### config.mk
export PLATFORM = sky130hd
export DESIGN_NAME = calendar_counter
export DESIGN_NICKNAME = d
export VERILOG_FILES = /design/src/rtl/clock_pkg.sv /design/src/rtl/tick_gen.sv /design/src/rtl/calendar_counter.sv
export SDC_FILE = /design/constraint.sdc
export NUM_CORES = 1
export LEC_CHECK = 0
export ABC_CLOCK_PERIOD_IN_PS = 12400
export CAP_MARGIN = 10
export CELL_PAD_IN_SITES_DETAIL_PLACEMENT = 0
export CELL_PAD_IN_SITES_GLOBAL_PLACEMENT = 2
export CORE_UTILIZATION = 29
export DETAILED_ROUTE_END_ITERATION = 6
export PLACE_DENSITY = 0.79
export SLEW_MARGIN = 20
export SYNTH_ARGS = -nofsm -noshare
export SYNTH_HDL_FRONTEND = slang
export SYNTH_SLANG_ARGS = --single-unit
### constraint.sdc
create_clock -name clk -period 12.4 [get_ports clk]
set_input_delay 3.72 -clock clk [delete_from_list [all_inputs] [get_ports clk]]
set_output_delay 3.72 -clock clk [all_outputs]
set_load 0.05 [all_outputs]
### src/rtl/clock_pkg.sv
// Shared calendar constants and date helpers.
// Used by the calendar counter and later alarm/blink blocks.
package clock_pkg;

  localparam logic [7:0]  SEC_MAX      = 8'd59;
  localparam logic [7:0]  MIN_MAX      = 8'd59;
  localparam logic [7:0]  HOUR_MAX     = 8'd23;
  localparam logic [7:0]  MONTH_MAX    = 8'd12;

  localparam logic [15:0] YEAR_MIN_DEF = 16'd2000;
  localparam logic [15:0] YEAR_MAX_DEF = 16'd2099;

  localparam logic [7:0]  RST_MONTH    = 8'd1;
  localparam logic [7:0]  RST_DAY      = 8'd1;
  localparam logic [7:0]  RST_HOUR     = 8'd0;
  localparam logic [7:0]  RST_MIN      = 8'd0;
  localparam logic [7:0]  RST_SEC      = 8'd0;

  typedef struct packed {
    logic [15:0] year;
    logic [7:0]  month;
    logic [7:0]  day;
    logic [7:0]  hour;
    logic [7:0]  minute;
    logic [7:0]  sec;
  } cal_t;

  function automatic logic is_leap(input logic [15:0] year);
    logic by4;
    logic by100;
    logic by400;
    by4   = (year % 16'd4)   == 16'd0;
    by100 = (year % 16'd100) == 16'd0;
    by400 = (year % 16'd400) == 16'd0;
    return (by4 && !by100) || by400;
  endfunction

  // Zero flags an illegal month so callers reject it for free.
  function automatic logic [7:0] days_in_month(
    input logic [7:0] month,
    input logic       leap
  );
    logic [7:0] d;
    case (month)
      8'd1, 8'd3, 8'd5, 8'd7,
      8'd8, 8'd10, 8'd12: d = 8'd31;
      8'd4, 8'd6,
      8'd9, 8'd11:        d = 8'd30;
      8'd2:               d = leap ? 8'd29 : 8'd28;
      default:            d = 8'd0;
    endcase
    return d;
  endfunction

endpackage

### src/rtl/tick_gen.sv
// Free-running prescaler producing a one-cycle tick
// every CLK_HZ enabled cycles.
module tick_gen #(
  parameter int unsigned CLK_HZ = 100_000_000
) (
  input  logic clk,
  input  logic rst,
  input  logic run,
  input  logic clear,
  output logic tick
);

  localparam logic [31:0] LAST = 32'(CLK_HZ - 1);

  logic [31:0] cnt;

  assign tick = run && (cnt == LAST);

  // Count while running, wrap on the tick, restart on clear.
  always_ff @(posedge clk) begin
    if (rst || clear) begin
      cnt <= 32'd0;
    end else if (run) begin
      cnt <= tick ? 32'd0 : cnt + 32'd1;
    end
  end

endmodule

### src/rtl/calendar_counter.sv
// Gregorian date/time keeper advancing once per second,
// with validated one-cycle load from the set stage.
module calendar_counter
  import clock_pkg::*;
#(
  parameter int unsigned CLK_HZ   = 100_000_000,
  parameter logic [15:0] YEAR_MIN = YEAR_MIN_DEF,
  parameter logic [15:0] YEAR_MAX = YEAR_MAX_DEF
) (
  input  logic        clk,
  input  logic        rst,
  input  logic        run,
  input  logic        load,
  input  logic [15:0] set_year,
  input  logic [7:0]  set_month,
  input  logic [7:0]  set_day,
  input  logic [7:0]  set_hour,
  input  logic [7:0]  set_min,
  input  logic [7:0]  set_sec,
  output logic [15:0] year,
  output logic [7:0]  month,
  output logic [7:0]  day,
  output logic [7:0]  hour,
  output logic [7:0]  minute,
  output logic [7:0]  sec,
  output logic        tick_1hz,
  output logic        load_err
);

  cal_t       cur;
  cal_t       adv;
  cal_t       set_v;
  logic       leap_q;
  logic       adv_leap;
  logic       tick;
  logic       accept;
  logic [7:0] set_dim;
  logic [7:0] cur_dim;
  logic       c_sec;
  logic       c_min;
  logic       c_hour;
  logic       c_day;
  logic       c_mon;

  assign set_v = {set_year, set_month, set_day,
                  set_hour, set_min, set_sec};

  assign set_dim = days_in_month(set_month,
                                 is_leap(set_year));

  // set_dim is zero for a bad month, so the day check
  // also rejects it.
  assign accept = load
               && (set_year >= YEAR_MIN)
               && (set_year <= YEAR_MAX)
               && (set_month >= 8'd1)
               && (set_month <= MONTH_MAX)
               && (set_day >= 8'd1)
               && (set_day <= set_dim)
               && (set_hour <= HOUR_MAX)
               && (set_min <= MIN_MAX)
               && (set_sec <= SEC_MAX);

  tick_gen #(
    .CLK_HZ (CLK_HZ)
  ) u_tick (
    .clk   (clk),
    .rst   (rst),
    .run   (run),
    .clear (accept),
    .tick  (tick)
  );

  assign cur_dim = days_in_month(cur.month, leap_q);

  assign c_sec  = cur.sec == SEC_MAX;
  assign c_min  = c_sec  && (cur.minute == MIN_MAX);
  assign c_hour = c_min  && (cur.hour == HOUR_MAX);
  assign c_day  = c_hour && (cur.day >= cur_dim);
  assign c_mon  = c_day  && (cur.month == MONTH_MAX);

  // Full one-second carry chain from seconds to year.
  always_comb begin
    adv = cur;
    adv.sec = c_sec ? 8'd0 : cur.sec + 8'd1;
    if (c_sec) begin
      adv.minute = c_min ? 8'd0 : cur.minute + 8'd1;
    end
    if (c_min) begin
      adv.hour = c_hour ? 8'd0 : cur.hour + 8'd1;
    end
    if (c_hour) begin
      adv.day = c_day ? 8'd1 : cur.day + 8'd1;
    end
    if (c_day) begin
      adv.month = c_mon ? 8'd1 : cur.month + 8'd1;
    end
    if (c_mon) begin
      adv.year = (cur.year >= YEAR_MAX) ? YEAR_MIN
                                        : cur.year + 16'd1;
    end
    adv_leap = c_mon ? is_leap(adv.year) : leap_q;
  end

  // Field, leap and strobe registers; a good load beats a tick.
  always_ff @(posedge clk) begin
    if (rst) begin
      cur      <= {YEAR_MIN, RST_MONTH, RST_DAY,
                   RST_HOUR, RST_MIN, RST_SEC};
      leap_q   <= is_leap(YEAR_MIN);
      tick_1hz <= 1'b0;
      load_err <= 1'b0;
    end else if (accept) begin
      cur      <= set_v;
      leap_q   <= is_leap(set_year);
      tick_1hz <= 1'b0;
      load_err <= 1'b0;
    end else begin
      load_err <= load;
      tick_1hz <= tick;
      if (tick) begin
        cur    <= adv;
        leap_q <= adv_leap;
      end
    end
  end

  assign year   = cur.year;
  assign month  = cur.month;
  assign day    = cur.day;
  assign hour   = cur.hour;
  assign minute = cur.minute;
  assign sec    = cur.sec;

endmodule
==> results.md <==
* Crit share post-route at 0.970
* Worst-case clock buffer depth at 2
* Setup crit start: set_year[10]
* Final net count at 1,665
* # setup viols final at 0
* Vias at 11,400
* CP most frequent cell: buf_4
* Placed wire-length estimate at 26,400 µm
* Max-cap viol count at 0
* H-tree depth at 3
* R2R cell count at 35
* Most frequent cells in the layout: nor2_1 (180), nand2_1 (134), buf_4 (127), clkdlybuf4s50_1 (112), a21oi_1 (99)
* DIE WIDTH at 186 µm
* Post-synth top area share at 0.185
* Clk pwr share at 0.252
* Startpoint class of the critical path: input port
* Die area at 34,700 µm²
* Pwr dens at 89.7 nW/µm²
* CP required at 12,620 ps
* Root Buffer Master: clkbuf_16
* Port bufs at 117
* GR Overflow Total at 0
* Fillers at 3,489
* Placed cell count at 2,018
* Slew HR at 0.331
* Simple-gate share of the synthesized area at 0.340
* Unrepaired setup endpoints after global routing: yes
* Fraction of synthesized area in multiplexers at 0.0285
* WHS Path Cells at 2
* CTS sink cnt at 91
* Switching Share at 0.361
* Clock Latency Late Sink at 360 ps
* Data arrival, critical path at 12,250 ps
* Seq/Total Area, Yosys at 0.185
* Crit path max fanout at 9
* N_diodes at 0
* Total power at 1.16 mW
* Synth Area in XOR/XNOR at 0.0532
* All-layer global routing usage at 0.196
* IR drop worst, VDD at 0.000103 V
* Synth top area cells: dfxtp_1 (19%), nor2_1 (7.0%), a21oi_1 (5.2%)
* Num ports at 118
* NetSw at 0.421 mW
* Most common cell after layout, fill and taps aside: nor2_1
* Yosys warns at 0
* Critical Setup Path Class: in -> reg
* EDFF count, synth at 0
* P_int at 0.744 mW
* Worst-margin pin slew at 1000 ps
* Worst reg2reg setup slack at 1720 ps
* Total core area at 33,400 µm²
* Non-filler instance count after layout at 2,039
* Initial drt markers at 679
* Distinct cells, synth at 112
* Worst-path clk slew at 70 ps
* Ys async rst share at 0
* Rows at 67
* CTS tree: yes
* Post-Syn Area per Cell at 7.01 µm²
* Multi-input logic area at 7950 µm²
* Reg2Reg Capture Point: leap_q
* Slew Viols, Final at 0
* Post-Synth Adder-Cell Area at 0.0282
* Avg Vias per Cell at 5.58
* Post-Route Skew at 11.0 ps
* Antenna violations before repair at 0
* Leak at 4.74 nW
* Crit path max-delay cell type: or3_4
* Setup WS pre-CTS at -625 ps
* Residual DRC at 0
* Status: finished, final reports clean
* Cell accounting for the most synthesized area: dfxtp_1
* First-pass GRT wire length at 55,500 µm
* Sequential share of power at 0.252
* Post-synthesis register bit count at 91
* DIE HEIGHT at 186 µm
* Proportion of layout cells with a drive suffix above 1 at 0.171
* Synth Instances at 1,405
* Syn Nets at 1,484
* Largest family of logic cells by synthesized area: simple AND/OR/NAND/NOR gates
* Fmax at 0.0832 GHz
* Hold Violations, Final at 0
* Vias in the first global route at 10,700
* Final ANT Viol Nets at 0
* Routed WL at 34,500 µm
* Compound-Gate Fraction of Synth Area at 0.319
* Tmin final at 12,020 ps
* Worst setup slack after layout at 376 ps
* Drt pass-1 iters at 5
* Crit path capture: leap_q
* Slowest cell delay on critical path at 430 ps
* Routability Congestion at 0.864
* CTS Buf Count at 9
* Post-Syn Area at 9850 µm²
* DR WL/cell at 16.9 µm
* Layout area overhead at 31.9%
* Comb pwr share at 0.496
* Most used DFF post-synth: dfxtp_1
* Critical path endpoint category: flip-flop
* Hold/Removal Path Class: reg -> reg
* Reg2reg start: month[0]
* Initial core utilization at 0.294
* Register area at 1820 µm²
* Largest net degree at the start of global routing at 56
what timing repair did:
action | 4_1_cts | 5_1_grt
hold buffers | 0 | 0
buffers inserted | 0 | 5
gates cloned | 0 | 0
pin swaps | 1 | 14
setup endpoints to repair | 76 | 91
resized for setup | 14 | 71
power groups by stage:
stage	sequential, mW	clock, mW	combinational [mW]
global route	0.293	0.309	0.631
detailed placement	0.300	0	0.498
floorplan	0.301	0	0.290
CTS	0.293	0.299	0.522
finish	0.293	0.294	0.577
global placement	0.300	0	0.497
registers in the layout, summed over array words and instances, names as in the netlist:
signal,cells
month,8
leap_q,1
hour,8
load_err,1
tick_1hz,1
year,16
day,8
sec,8
minute,8
u_tick.cnt,32
per-stage QoR:
stage | hold slack [ps] | setup TNS, ps | utilization | area, µm²
6_report | 497 | 0 | 0.388 | 13000
4_1_cts | 502 | 0 | 0.378 | 12600
2_1_floorplan | 466 | 0 | - | 9870
3_5_place_dp | 494 | -34440 | 0.366 | 12300
3_3_place_gp | 485 | -17790 | 0.366 | 12300
5_1_grt | 549 | -3710 | 0.388 | 13000
logic make-up (layout without fill, tap and decap cells):
group | after synthesis | after routing
AO/OA/AOI/OAI | 435 | 435
buffers and inverters | 112 | 298
XOR/XNOR | 59 | 59
AND/OR/NAND/NOR | 661 | 661
flip-flops | 91 | 91
adder cells (fa/ha/maj) | 23 | 23
multiplexers | 24 | 24
final cells by class:
class                      instances  area share
tap                              448      0.0431
sequential                        91       0.140
clock inverter                     6     0.00568
inverter                          30     0.00867
timing repair buffer             252       0.172
multi-input combinational       1202       0.612
clock buffer                      10      0.0184
worst max-delay path, delay by kind of cell:
family                     cells  cell delay, ps
AOI/OAI and AO/OA             27            5050
adders and majority gates      1             160
buffers and inverters          6            1200
and+or+nand+nor               10            2100
worst min-delay path by stage:
stage	start	endpoint	slack (ps)
floorplan	u_tick.cnt[1]	u_tick.cnt[1]	470
global placement	u_tick.cnt[1]	u_tick.cnt[1]	490
detailed placement	u_tick.cnt[1]	u_tick.cnt[1]	490
CTS	u_tick.cnt[1]	u_tick.cnt[1]	500
global route	u_tick.cnt[0]	u_tick.cnt[0]	550
finish	u_tick.cnt[1]	u_tick.cnt[1]	500
routing by layer:
metal  routed length, µm  vias to the layer above  global-route usage  part of all wire
li1                    -                     5658                   -                 -
met1               16000                     5450               0.256              0.46
met2               16700                      244               0.345              0.48
met3                1370                       31              0.0210             0.040
met4                 465                        0              0.0413             0.013
met5                   0                        -                   0                 0
synthesized netlist by cell type, types with 19 or more instances:
master	count
dfxtp_1	91
and3_1	30
inv_1	30
xnor2_1	30
ha_1	19
clkbuf_1	64
nand4_1	27
xor2_1	28
and2_1	22
or3_1	24
a21oi_1	102
o21ai_0	66
a211oi_1	25
a31oi_1	25
nand2_1	134
nor3_1	62
nor2_1	183
nand3_1	64
nor4_1	19
No activity file was read; power rests on OpenSTA's default activity.
